===== src/rtl/multicycle_control.sv =====
// multicycle_control: multi-cycle MIPS control FSM.
// It sequences fetch, decode, execute, memory and write-back over one shared
// instruction/data memory, using the MemReady handshake. It also keeps a
// retired-instruction counter and a sticky fault state.
// Ports:
//   clk, reset (async active-low)  - clock and reset
//   OP, Funct                      - instruction fields from the IR
//   MemReady                       - memory access completes this cycle
//   PCWrite..PCSource, ALUOp       - datapath control strobes and mux selects
//   Fault                          - illegal opcode or memory-wait timeout (sticky)
//   InstrCount                     - retired instruction count (wraps)
module multicycle_control #(
  parameter int ALUOP_WIDTH = 3,
  parameter int WAIT_MAX    = 0,
  parameter int CNT_WIDTH   = 32
) (
  input  logic                   clk,
  input  logic                   reset,
  input  logic [5:0]             OP,
  input  logic [5:0]             Funct,
  input  logic                   MemReady,
  output logic                   PCWrite,
  output logic                   BranchEQ,
  output logic                   BranchNE,
  output logic                   IorD,
  output logic                   MemRead,
  output logic                   MemWrite,
  output logic                   IRWrite,
  output logic [1:0]             MemtoReg,
  output logic [1:0]             RegDst,
  output logic                   RegWrite,
  output logic                   ALUSrcA,
  output logic [1:0]             ALUSrcB,
  output logic [1:0]             PCSource,
  output logic [ALUOP_WIDTH-1:0] ALUOp,
  output logic                   Fault,
  output logic [CNT_WIDTH-1:0]   InstrCount
);

  localparam int WAIT_W = (WAIT_MAX < 2) ? 1 : $clog2(WAIT_MAX + 1);

  localparam logic [ALUOP_WIDTH-1:0] ALU_ADD   = ALUOP_WIDTH'(3'b000);
  localparam logic [ALUOP_WIDTH-1:0] ALU_SUB   = ALUOP_WIDTH'(3'b001);
  localparam logic [ALUOP_WIDTH-1:0] ALU_FUNCT = ALUOP_WIDTH'(3'b010);
  localparam logic [ALUOP_WIDTH-1:0] ALU_OR    = ALUOP_WIDTH'(3'b011);
  localparam logic [ALUOP_WIDTH-1:0] ALU_LUI   = ALUOP_WIDTH'(3'b100);

  typedef enum logic [3:0] {
    S_FETCH, S_DECODE, S_EXEC_R, S_WB_R, S_EXEC_I, S_WB_I, S_MEM_ADDR,
    S_MEM_RD, S_WB_MEM, S_MEM_WR, S_BRANCH, S_JUMP, S_JAL, S_JR, S_FAULT
  } state_t;

  state_t              state;
  state_t              next_state;
  logic                retire;
  logic                wait_state;
  logic                timeout_hit;
  logic [WAIT_W-1:0]   wait_cnt;

  // Only FETCH, MEM_RD and MEM_WR stall on memory.
  assign wait_state  = (state == S_FETCH) || (state == S_MEM_RD) || (state == S_MEM_WR);
  assign timeout_hit = (WAIT_MAX > 0) && (wait_cnt == WAIT_W'(WAIT_MAX - 1));

  // Next-state and retire decode; in wait states MemReady wins over the timeout.
  always_comb begin
    next_state = state;
    retire     = 1'b0;
    case (state)
      S_FETCH: begin
        if (MemReady)         next_state = S_DECODE;
        else if (timeout_hit) next_state = S_FAULT;
        else                  next_state = S_FETCH;
      end
      S_DECODE: begin
        case (OP)
          6'h00:               next_state = (Funct == 6'h08) ? S_JR : S_EXEC_R;
          6'h08, 6'h0d, 6'h0f: next_state = S_EXEC_I;
          6'h23, 6'h2b:        next_state = S_MEM_ADDR;
          6'h04, 6'h05:        next_state = S_BRANCH;
          6'h02:               next_state = S_JUMP;
          6'h03:               next_state = S_JAL;
          default:             next_state = S_FAULT;
        endcase
      end
      S_EXEC_R: next_state = S_WB_R;
      S_EXEC_I: next_state = S_WB_I;
      S_MEM_ADDR: begin
        if (OP == 6'h23)      next_state = S_MEM_RD;
        else if (OP == 6'h2b) next_state = S_MEM_WR;
        else                  next_state = S_FAULT;
      end
      S_MEM_RD: begin
        if (MemReady)         next_state = S_WB_MEM;
        else if (timeout_hit) next_state = S_FAULT;
        else                  next_state = S_MEM_RD;
      end
      S_MEM_WR: begin
        if (MemReady) begin
          next_state = S_FETCH;
          retire     = 1'b1;
        end else if (timeout_hit) begin
          next_state = S_FAULT;
        end else begin
          next_state = S_MEM_WR;
        end
      end
      S_WB_R, S_WB_I, S_WB_MEM, S_BRANCH, S_JUMP, S_JAL, S_JR: begin
        next_state = S_FETCH;
        retire     = 1'b1;
      end
      S_FAULT: next_state = S_FAULT;
      default: next_state = S_FAULT;
    endcase
  end

  // State register, retire counter and memory-wait counter.
  always_ff @(posedge clk or negedge reset) begin
    if (!reset) begin
      state      <= S_FETCH;
      InstrCount <= '0;
      wait_cnt   <= '0;
    end else begin
      state <= next_state;
      if (retire) InstrCount <= InstrCount + {{(CNT_WIDTH-1){1'b0}}, 1'b1};
      else        InstrCount <= InstrCount;
      // Any state change clears the counter, so each wait state starts from zero.
      if (next_state != state)         wait_cnt <= '0;
      else if (wait_state && !MemReady) wait_cnt <= wait_cnt + {{(WAIT_W-1){1'b0}}, 1'b1};
      else                              wait_cnt <= wait_cnt;
    end
  end

  // Control outputs decoded from the state register; PCWrite/IRWrite follow MemReady in FETCH.
  always_comb begin
    PCWrite  = 1'b0;
    BranchEQ = 1'b0;
    BranchNE = 1'b0;
    IorD     = 1'b0;
    MemRead  = 1'b0;
    MemWrite = 1'b0;
    IRWrite  = 1'b0;
    MemtoReg = 2'b00;
    RegDst   = 2'b00;
    RegWrite = 1'b0;
    ALUSrcA  = 1'b0;
    ALUSrcB  = 2'b00;
    PCSource = 2'b00;
    ALUOp    = ALU_ADD;
    Fault    = 1'b0;
    case (state)
      S_FETCH: begin
        MemRead = 1'b1;
        ALUSrcB = 2'b01;
        IRWrite = MemReady;
        PCWrite = MemReady;
      end
      S_DECODE: ALUSrcB = 2'b11;
      S_EXEC_R: begin
        ALUSrcA = 1'b1;
        ALUOp   = ALU_FUNCT;
      end
      S_WB_R: begin
        RegDst   = 2'b01;
        RegWrite = 1'b1;
      end
      S_EXEC_I: begin
        ALUSrcA = 1'b1;
        ALUSrcB = 2'b10;
        if (OP == 6'h0d)      ALUOp = ALU_OR;
        else if (OP == 6'h0f) ALUOp = ALU_LUI;
        else                  ALUOp = ALU_ADD;
      end
      S_WB_I: RegWrite = 1'b1;
      S_MEM_ADDR: begin
        ALUSrcA = 1'b1;
        ALUSrcB = 2'b10;
      end
      S_MEM_RD: begin
        IorD    = 1'b1;
        MemRead = 1'b1;
      end
      S_WB_MEM: begin
        MemtoReg = 2'b01;
        RegWrite = 1'b1;
      end
      S_MEM_WR: begin
        IorD     = 1'b1;
        MemWrite = 1'b1;
      end
      S_BRANCH: begin
        ALUSrcA  = 1'b1;
        ALUOp    = ALU_SUB;
        PCSource = 2'b01;
        BranchEQ = (OP == 6'h04);
        BranchNE = (OP == 6'h05);
      end
      S_JUMP: begin
        PCWrite  = 1'b1;
        PCSource = 2'b10;
      end
      S_JAL: begin
        PCWrite  = 1'b1;
        PCSource = 2'b10;
        RegWrite = 1'b1;
        RegDst   = 2'b10;
        MemtoReg = 2'b10;
      end
      S_JR: begin
        PCWrite  = 1'b1;
        PCSource = 2'b11;
      end
      S_FAULT: Fault = 1'b1;
      default: Fault = 1'b1;
    endcase
  end

endmodule


===== config.mk =====
export PLATFORM = sky130hd
export DESIGN_NAME = multicycle_control
export DESIGN_NICKNAME = d
export VERILOG_FILES = /design/src/rtl/multicycle_control.sv
export SDC_FILE = /design/constraint.sdc
export NUM_CORES = 1
export LEC_CHECK = 0
export CORE_MARGIN = 8
export CORE_UTILIZATION = 41
export DETAILED_ROUTE_END_ITERATION = 12
export GPL_ROUTABILITY_DRIVEN = 0
export PLACE_DENSITY = 0.73
export SLEW_MARGIN = 20
export SYNTH_ARGS = -nofsm -noshare
export SYNTH_HDL_FRONTEND = slang
export SYNTH_SLANG_ARGS = --single-unit

===== constraint.sdc =====
create_clock -name clk -period 4.5 [get_ports clk]
set_input_delay 0.9 -clock clk [delete_from_list [all_inputs] [get_ports clk]]
set_output_delay 0.9 -clock clk [all_outputs]
set_load 0.005 [all_outputs]

==> results.md <==
- Status: complete, no violations
- Avg Synthesized Cell Area: 9.053 um^2
- Syn Nets: 254
- Max Cap Viol: 0
- Sw power: 458.7 uW
- Number of global-route vias before repair: 1,823
- Core area: 5075 um^2
- Layout Skew: around 2.6 ps
- Worst r2r path cells: 5
- Pins Over Slew Limit: 0
- Async SR Flop Fraction: 100.0%
- Clock share of power: 18.9%
- Layout area overhead: 37.46%
- Post-layout min period: 3619 ps
- Final number of setup-violating endpoints: 0
- Critical path class: input pin to primary output
- Min-Delay Path Class: flip-flop to flip-flop
- Post-CTS setup buffer count: 0
- Crit path DAT: 2720 ps
- Max transition margin: 56.79%
- Vias: roughly 2,000
- Post-synth top area cell: dfrtp_1
- PD cells: 415.3 nW/um^2
- Boundary pin count: 68
- Drt total wl: 5321 um
- First-pass GRT wire length: 8735 um
- CP Capture Type: primary output
- Die X: 88.49 um
- EDFF count, synth: 0
- Top FF cell, synth: dfrtp_1
- Worst-Margin Slew: approximately 650 ps
- Synth area leaders: dfrtp_1, xnor2_1, nor2_1
- Met3 Wirelength: 270 um
- Final core occ: 58.36%
- Antenna diodes: 0
- Synth unique cells: between 40 and 50
- Hold Path End: InstrCount[31]$_DFFE_PN0P_
- Share of cells above drive strength 1: 5.941%
- IO Port Bufs: 67
- Final setup TNS: 0 ps
- Startpoint types: input pin
- Routed met2 length: 2631 um
- Switching share of power: 37.30%
- Most common cell in the netlist: dfrtp_1
- Critical Path RT: 3600 ps
- GRT Overall Usage: 13.93%
- TritonRoute pass-1 iters: 4
- Syn Std Cell Area: 2155 um^2
- Leak pwr: 1.188 nW
- Slack of the critical path: 880.5 ps
- ANT nets after route: 0
- Longest Clk Path Bufs: 2
- Period Utilization, post-route: approximately four fifths
- RR Endpoint: InstrCount[22]$_DFFE_PN0P_
- Pin count of the biggest net entering global routing: 37
- Sequential group share of total power: between 30% and 40%
- CTS tree: built
- Final net count: 318
- Initial antenna violation count: 0
- Metal1 wirelength: 2358 um
- Routed len/inst: 14.27 um
- Cts hold-fix bufs: 0
- Die ar.: 7830 um^2
- Hold Path Stages: 1
- Achievable Freq: ~280 MHz
- Die Y: 88.49 um
- DR DRC count: 0
- Hold path startpoint: InstrCount[31]$_DFFE_PN0P_
- RSZ-0062 raised after global routing: false
- Final Hold Vio Count: 0
- Clk slew on worst S/H paths: 70 ps
- DR iter-0 viols: 92
- PostCTS Resize Cnt: 0
- Via density: 5.217
- H-tree depth: 2
- Initial Utilization: 42.46%
- Overflow after GRT: 0
- R2r setup slk: 2210 ps
- Gate power share: 42.2%
- Syn. warnings: 0
- Half-perimeter wire length after placement: 4110 um
- Yosys top cell area share: 41.81%
- Top Metal Used: met4
- Critical-path maximum fanout: 9
- Mapped Cells: 238
- Internal: 771.1 uW
- Filler cell count in the final layout: ~490
- Seq/Total Area, Yosys: 41.81%
- Pre-CTS WS: 866.7 ps
- Clock insertion delay at the later pin of the skew report: roughly 280 ps
- Num CTS Buffers: 5
- List of most frequent post-synthesis cells: dfrtp_1, nor2_1, xnor2_1, nand2_1, nand3_1
- Sink Count: 36
- Synthesis-stage register bit count: 36
- Clock Tree Root: clkbuf_8
- Site Rows: 26
- Crit Reg-Reg Startpoint: state[0]$_DFF_PN0_
- Max VDD drop: 253.7 uV
==> worst max path at each step <==
stage	depth (start not counted)	endpoint	slack [ps]	startpoint
2_1_floorplan	6	ALUOp[0]	1870	OP[0]
6_report	7	ALUOp[0]	880	OP[0]
5_1_grt	7	ALUOp[0]	730	OP[0]
3_5_place_dp	7	ALUOp[0]	870	OP[0]
3_3_place_gp	6	BranchEQ	910	OP[5]
4_1_cts	7	ALUOp[0]	870	OP[0]
==> per-stage QoR <==
step	hold slack [ps]	power [mW]	cells	area (um^2)
floorplan	468.2	0.7642	238	2155
global route	503.6	1.317	373	2962
CTS	481.0	1.246	373	2962
global placement	464.6	0.9994	365	2868
finish	482.8	1.230	373	2962
detailed placement	468.8	1.009	365	2868
==> worst max-delay path, cell delays in order <==
cell	delay, ps
clkdlybuf4s50_1	620
and3_1	240
nand3_1	80
nor2_1	150
nand2_1	70
a21oi_1	130
clkdlybuf4s50_1	530
==> sequential cells by signal, summed over array words and instances, names as in the netlist <==
name / cells
InstrCount: 32
state: 4
==> cells in the final DEF (no fill, tap or decap), drive strengths merged, types with 3 or more instances in the layout <==
cell	n
a21oi	10
and2	5
and3	14
and4	6
clkbuf	7
clkdlybuf4s50	67
dfrtp	36
inv	5
nand2	18
nand2b	4
nand3	17
nand3b	3
nand4	7
nor2	25
nor2b	4
nor3	6
nor4	5
nor4b	3
o211ai	3
o21ai	8
or2	3
xnor2	21
xor2	10
==> layer usage <==
layer  up-vias  GRT usage, %
met5         -             0
met4         0         5.069
met3         5         2.693
met2        42         23.63
met1       916         17.03
li1        983             -
==> power groups by stage <==
stage / Combinational (mW) / Sequential [mW] / Clock [mW]
after detailed placement: 0.525 / 0.484 / 0
after CTS: 0.528 / 0.478 / 0.240
after global routing: 0.577 / 0.493 / 0.247
final: 0.519 / 0.478 / 0.233
after global placement: 0.517 / 0.482 / 0
after floorplan: 0.348 / 0.417 / 0
==> cell families after synthesis <==
group	after synthesis	synth area share [%]
AO/OA/AOI/OAI	29	8.189
XOR/XNOR	31	12.60
adder cells (fa/ha/maj)	1	0.5806
buffers and inverters	16	3.310
flip-flops	36	41.81
multiplexers	2	0.9872
AND/OR/NAND/NOR	123	32.52
==> cell type report <==
class                           count  area, um^2  area share (%)
Multi-Input combinational cell    186        1182           39.92
Timing Repair Buffer               68       678.2           22.90
Tap cell                           70       87.58           2.957
Inverter                            5       18.77          0.6337
Clock buffer                        7       86.33           2.915
Clock inverter                      1       7.507          0.2535
Sequential cell                    36       900.9           30.42
(Power assumes the default switching activity.)
